$ cat config.mk
export PLATFORM = sky130hd
export DESIGN_NAME = data_bus_master
export DESIGN_NICKNAME = d
export VERILOG_FILES = /design/src/rtl/data_bus_pkg.sv /design/src/rtl/data_bus_master_load_extend.sv /design/src/rtl/data_bus_master.sv
export SDC_FILE = /design/constraint.sdc
export NUM_CORES = 1
export LEC_CHECK = 0
export BUFFER_PORTS_ARGS = -buffer_cell sky130_fd_sc_hd__buf_2
export CORE_ASPECT_RATIO = 1.1
export CORE_MARGIN = 2
export CORE_UTILIZATION = 50
export DETAILED_ROUTE_END_ITERATION = 6
export MAX_ROUTING_LAYER = met4
export PLACE_DENSITY = 0.95
export SYNTH_ARGS = -nofsm -noshare
export SYNTH_HDL_FRONTEND = slang
export SYNTH_SLANG_ARGS = --single-unit
$ cat constraint.sdc
create_clock -name clk -period 6.8 [get_ports clk]
set_input_delay 0.68 -clock clk [delete_from_list [all_inputs] [get_ports clk]]
set_output_delay 0.68 -clock clk [all_outputs]
set_load 0.02 [all_outputs]
$ cat src/rtl/data_bus_pkg.sv
// Shared encodings for the data-bus master: access sizes, response error
// codes, master FSM states, the latched request attributes, and the
// size-dependent helpers used at request acceptance.
package data_bus_pkg;

  localparam int unsigned DATA_WIDTH = 32;
  localparam int unsigned CNT_WIDTH  = 8;   // holds TIMEOUT-1 for TIMEOUT <= 255

  localparam logic [1:0] SIZE_BYTE    = 2'b00;
  localparam logic [1:0] SIZE_HALF    = 2'b01;
  localparam logic [1:0] SIZE_WORD    = 2'b10;
  localparam logic [1:0] SIZE_ILLEGAL = 2'b11;

  localparam logic [1:0] ERR_NONE         = 2'b00;
  localparam logic [1:0] ERR_MISALIGNED   = 2'b01;
  localparam logic [1:0] ERR_TIMEOUT      = 2'b10;
  localparam logic [1:0] ERR_ILLEGAL_SIZE = 2'b11;

  typedef enum logic [1:0] {
    IDLE  = 2'd0,
    ISSUE = 2'd1,
    RESP  = 2'd2
  } state_e;

  // Request attributes captured at acceptance.
  typedef struct packed {
    logic       write;
    logic [1:0] size;
    logic       is_unsigned;
  } req_attr_t;

  // Keep only the bytes that belong to the access size.
  function automatic logic [DATA_WIDTH-1:0] mask_wdata(input logic [1:0] size,
                                                       input logic [DATA_WIDTH-1:0] w);
    logic [DATA_WIDTH-1:0] m;
    case (size)
      SIZE_BYTE: m = {24'b0, w[7:0]};
      SIZE_HALF: m = {16'b0, w[15:0]};
      default:   m = w;
    endcase
    return m;
  endfunction

  // Half needs 2-byte alignment, word 4-byte; bytes are always aligned.
  function automatic logic is_misaligned(input logic [1:0] size, input logic [1:0] addr_lo);
    logic mis;
    case (size)
      SIZE_HALF: mis = addr_lo[0];
      SIZE_WORD: mis = (addr_lo != 2'b00);
      default:   mis = 1'b0;
    endcase
    return mis;
  endfunction

endpackage

$ cat src/rtl/data_bus_master_load_extend.sv
// load_extend: sign/zero extension of right-aligned load data.
// Ports: size (access size), is_unsigned (zero-extend when 1),
//        raw (right-aligned data), ext (extended 32-bit result).
module load_extend
  import data_bus_pkg::*;
(
  input  logic [1:0]            size,
  input  logic                  is_unsigned,
  input  logic [DATA_WIDTH-1:0] raw,
  output logic [DATA_WIDTH-1:0] ext
);

  always_comb begin
    ext = raw;
    case (size)
      SIZE_BYTE: ext = {{24{~is_unsigned & raw[7]}}, raw[7:0]};
      SIZE_HALF: ext = {{16{~is_unsigned & raw[15]}}, raw[15:0]};
      default:   ext = raw;
    endcase
  end

endmodule

$ cat src/rtl/data_bus_master.sv
// data_bus_master: turns single load/store requests into rd/wd strobe cycles
// on the data bus, checks size/alignment locally, extends load data and
// returns one response (with error code) per request.
// Ports: clk/rst (async active-high); req_* request handshake and payload;
//        resp_* one-cycle response; bus_* strobes, address/size/data toward
//        the responder plus its ready/busy/read-data inputs.
module data_bus_master
  import data_bus_pkg::*;
#(
  parameter int unsigned ADDR_WIDTH = 32,
  parameter int unsigned TIMEOUT    = 16
) (
  input  logic                  clk,
  input  logic                  rst,
  input  logic                  req_valid,
  output logic                  req_ready,
  input  logic                  req_write,
  input  logic [1:0]            req_size,
  input  logic                  req_unsigned,
  input  logic [ADDR_WIDTH-1:0] req_addr,
  input  logic [DATA_WIDTH-1:0] req_wdata,
  output logic                  resp_valid,
  output logic [DATA_WIDTH-1:0] resp_rdata,
  output logic [1:0]            resp_err,
  output logic                  bus_rd,
  output logic                  bus_wd,
  input  logic                  bus_ready,
  input  logic                  bus_busy,
  output logic [1:0]            bus_size_in,
  output logic [1:0]            bus_size_out,
  output logic [ADDR_WIDTH-1:0] bus_addr_in,
  output logic [ADDR_WIDTH-1:0] bus_addr_out,
  output logic [DATA_WIDTH-1:0] bus_data_in,
  input  logic [DATA_WIDTH-1:0] bus_data_out
);

  localparam logic [CNT_WIDTH-1:0] CNT_LAST = CNT_WIDTH'(TIMEOUT - 1);

  state_e                state_q, state_d;
  req_attr_t             attr_q, attr_d;
  logic [ADDR_WIDTH-1:0] addr_q, addr_d;
  logic [1:0]            size_q, size_d;
  logic [DATA_WIDTH-1:0] wdata_q, wdata_d;
  logic [CNT_WIDTH-1:0]  cnt_q, cnt_d;
  logic                  req_ready_q, req_ready_d;
  logic                  resp_valid_q, resp_valid_d;
  logic [1:0]            resp_err_q, resp_err_d;
  logic [DATA_WIDTH-1:0] resp_rdata_q, resp_rdata_d;

  logic                  strobe;
  logic [DATA_WIDTH-1:0] load_ext;

  // Strobe follows the responder handshake combinationally so the access
  // completes in the first ISSUE cycle the responder can take it.
  assign strobe = (state_q == ISSUE) && bus_ready && !bus_busy;
  assign bus_rd = strobe && !attr_q.write;
  assign bus_wd = strobe &&  attr_q.write;

  load_extend u_load_extend (
    .size        (attr_q.size),
    .is_unsigned (attr_q.is_unsigned),
    .raw         (bus_data_out),
    .ext         (load_ext)
  );

  // Next-state and registered-output logic.
  always_comb begin
    state_d      = state_q;
    attr_d       = attr_q;
    addr_d       = addr_q;
    size_d       = size_q;
    wdata_d      = wdata_q;
    cnt_d        = cnt_q;
    resp_valid_d = 1'b0;
    resp_err_d   = ERR_NONE;
    resp_rdata_d = '0;

    case (state_q)
      IDLE: begin
        if (req_valid) begin
          attr_d = '{write: req_write, size: req_size, is_unsigned: req_unsigned};
          if (req_size == SIZE_ILLEGAL) begin
            state_d      = RESP;
            resp_valid_d = 1'b1;
            resp_err_d   = ERR_ILLEGAL_SIZE;
          end else if (is_misaligned(req_size, req_addr[1:0])) begin
            state_d      = RESP;
            resp_valid_d = 1'b1;
            resp_err_d   = ERR_MISALIGNED;
          end else begin
            state_d = ISSUE;
            cnt_d   = '0;
            addr_d  = req_addr;
            size_d  = req_size;
            wdata_d = mask_wdata(req_size, req_wdata);
          end
        end
      end
      ISSUE: begin
        if (strobe) begin
          state_d      = RESP;
          resp_valid_d = 1'b1;
          if (!attr_q.write) resp_rdata_d = load_ext;
        end else if (cnt_q == CNT_LAST) begin
          state_d      = RESP;
          resp_valid_d = 1'b1;
          resp_err_d   = ERR_TIMEOUT;
        end else begin
          cnt_d = cnt_q + CNT_WIDTH'(1);
        end
      end
      RESP:    state_d = IDLE;
      default: state_d = IDLE;
    endcase

    req_ready_d = (state_d == IDLE);
  end

  always_ff @(posedge clk or posedge rst) begin
    if (rst) begin
      state_q      <= IDLE;
      attr_q       <= '0;
      addr_q       <= '0;
      size_q       <= '0;
      wdata_q      <= '0;
      cnt_q        <= '0;
      req_ready_q  <= 1'b1;
      resp_valid_q <= 1'b0;
      resp_err_q   <= ERR_NONE;
      resp_rdata_q <= '0;
    end else begin
      state_q      <= state_d;
      attr_q       <= attr_d;
      addr_q       <= addr_d;
      size_q       <= size_d;
      wdata_q      <= wdata_d;
      cnt_q        <= cnt_d;
      req_ready_q  <= req_ready_d;
      resp_valid_q <= resp_valid_d;
      resp_err_q   <= resp_err_d;
      resp_rdata_q <= resp_rdata_d;
    end
  end

  assign req_ready    = req_ready_q;
  assign resp_valid   = resp_valid_q;
  assign resp_err     = resp_err_q;
  assign resp_rdata   = resp_rdata_q;
  // Read and write views share one latched address/size so the responder
  // never sees a mismatched pair.
  assign bus_addr_in  = addr_q;
  assign bus_addr_out = addr_q;
  assign bus_size_in  = size_q;
  assign bus_size_out = size_q;
  assign bus_data_in  = wdata_q;

endmodule

==> metrics.txt <==
Avg Inst Size Synth=around 11 um^2; total leakage power=approximately 3.6 nW; Vias=3930; hpwl dp=between 9 and 10 mm; Tmin final=2.70 ns; initial antenna violation count=0; # diodes=0; die area=10700 um^2; commonest non-fill, non-tap cell in the layout=buf_2; post-CTS setup buffers=0; number of port buffers=242; Worst Tran Pin Value=roughly 1.2 ns; cts hold-fix bufs=0; Syn Inst Count=431; vias in the first global route=3874; Setup crit start kind=flop; final hold viol count=0; WL per Instance=~16 um; Hold WS=slightly below 0.3 ns; Ys Warns=0; Core Region=roughly 9700 um^2; Async SR Flop Fraction=100%; met3 routed WL=just over 700 um; row cnt=38; Antenna Nets Post-Route=0; Main synth FF type=dfrtp_1; Initial Util=between 50% and 60%; root buf cell=clkbuf_8; final wirelength=12.3 mm; Clock transition at path regs=~0.05 ns; DP Area=between 5000 and 6000 um^2; CTS sink cnt=between 100 and 150; setup TNS=0 ns; DP Cell Count=~740; outcome=finished, final reports clean; Setup CP Type=reg -> out; most frequent cells in the layout=242 x buf_2, 115 x dfrtp_1, 63 x nand2_1, 39 x o21ai_0, 38 x mux2_1; DRT iter0 DRCs=175; Slew headroom=a little under a quarter; fill count=~750; post-placement worst setup slack=4.20 ns; CTS Buf Count=17; synthesis-stage register bit count=~120; Resized cells post-CTS=0; die width=between 90 and 100 um; GRT Util Overall=a little under a quarter; Hold WC Path Type=in -> async; Critical Path AT=approximately 2.0 ns; Setup Viol. Count Final=0; RSZ-0062 raised after global routing=no; fin nets=~750; drt via density=about 5.1; crit-path max FO=10; CP endpoint kind=primary output; gr ovfl total=0; Clock Latency Late Sink=~0.50 ns; fmax=between 0.3 and 0.4 GHz; post-synthesis sequential area ratio=between 50% and 60%; CTS Buffer Depth=2; largest net degree at the start of global routing=between 60 and 70; fin cells=around 770; top sig layer=met4; Post-synth EDFFs=0; first drt pass iteration count=4; Synth Cell Area=between 4000 and 5000 um^2; peak supply drop=about 310 uV; max cap viols=0; H-tree levels=4; CTS tree=done; GPL Wtd Cong=around 0.86; layout cells sized above 1=44.6%; drt drc=0; metal2 WL=approximately 6.9 mm; Crit path required time=6.12 ns; M1 WL=4.61 mm; first-pass GRT wire length=18.8 mm; syn_nets=541; Netlist cell types=44; Clock Skews=between 0.008 and 0.009 ns; num ports=243; Die Span Y=~110 um; post-route setup slack=4.10 ns; PwrDens=about 480 nW/um^2; design area=approximately 6500 um^2; Final Cycle Share=between 30% and 40%; synthesis-to-finish area growth=32.4%; Final Slew Violations=0
==> path summary, 6_finish.rpt <==
kind,from,endpoint,slack [ns],cells past startpoint
max,state_q[1],bus_rd,4.10,4
min,rst,bus_data_in[9],0.29,2
max reg2reg,attr_q[2],resp_rdata[8],4.84,2
min reg2reg,bus_data_in[31],bus_data_in[31],0.47,2
max in group asynchronous,rst,resp_rdata[29],5.28,3
min in group clk,bus_data_out[6],resp_rdata[6],0.38,2
==> synthesized netlist by cell type (all sizes together) (2+ instances only) <==
cell	instances	area, um^2
dfrtp	115	2880
nand2	63	236
buf	47	355
mux2	40	450
o21ai	40	211
a21oi	28	178
inv	25	93.8
and2	8	50.1
clkbuf	7	26.3
nor2	6	22.5
ha	5	62.6
nand3	5	25.0
o211ai	4	30.0
or3	4	25.0
a31oi	3	18.8
mux2i	3	30.0
nand2b	3	21.3
o22ai	3	18.8
and3	2	12.5
nor2b	2	12.5
nor3	2	10.0
==> state kept, by name, summed over array words and instances, names as in the netlist <==
register,count
bus_size_in,2
resp_rdata,32
cnt_q,8
req_ready,1
resp_err,2
state_q,2
bus_addr_in,32
resp_valid,1
attr_q,4
bus_data_in,32
==> layer usage <==
layer  up-vias  GRT usage, %
met3        10          6.59
li1       1833             -
met2       169          41.8
met4         0          7.44
met1      1918          24.9
met5         -             -
==> area by class of cell <==
cell class,count,area [um^2],share of cell area [%]
clock buffers,23,467,7.15
clock inverters,9,126,1.94
inverters,26,105,1.61
multi-input cells,235,1540,23.6
flip-flops and latches,116,2900,44.5
well taps,120,150,2.30
repair buffers,245,1230,18.9
==> per-stage QoR <==
step	power [mW]	util, %
finish	3.13	67.0
global route	3.29	67.0
CTS	3.16	67.0
detailed placement	2.27	60.9
global placement	2.22	60.9
floorplan	1.97	-
==> worst max-delay path, stage by stage, from the launching register on <==
cell      delay [ns]
dfrtp_1         0.44
nand2b_2        0.25
or3_1           0.50
clkinv_4        0.15
buf_2           0.17
==> report_power, final <==
part / total [mW] / internal (mW) / switching (mW)
Sequential: 1.12 / 0.928 / 0.188
Combinational: 1.14 / 0.391 / 0.745
Clock: 0.880 / 0.585 / 0.295
Total: 3.13 / 1.90 / 1.23
==> cells by family after synthesis <==
group,after synthesis,share of synthesized area (%)
adder cells (fa/ha/maj),5,1.27
XOR/XNOR,1,0.178
flip-flops,116,58.9
multiplexers,43,9.75
buffers and inverters,80,9.82
AO/OA/AOI/OAI,84,10.4
AND/OR/NAND/NOR,102,9.72
Note: power is estimated with default switching activity, not from simulation.
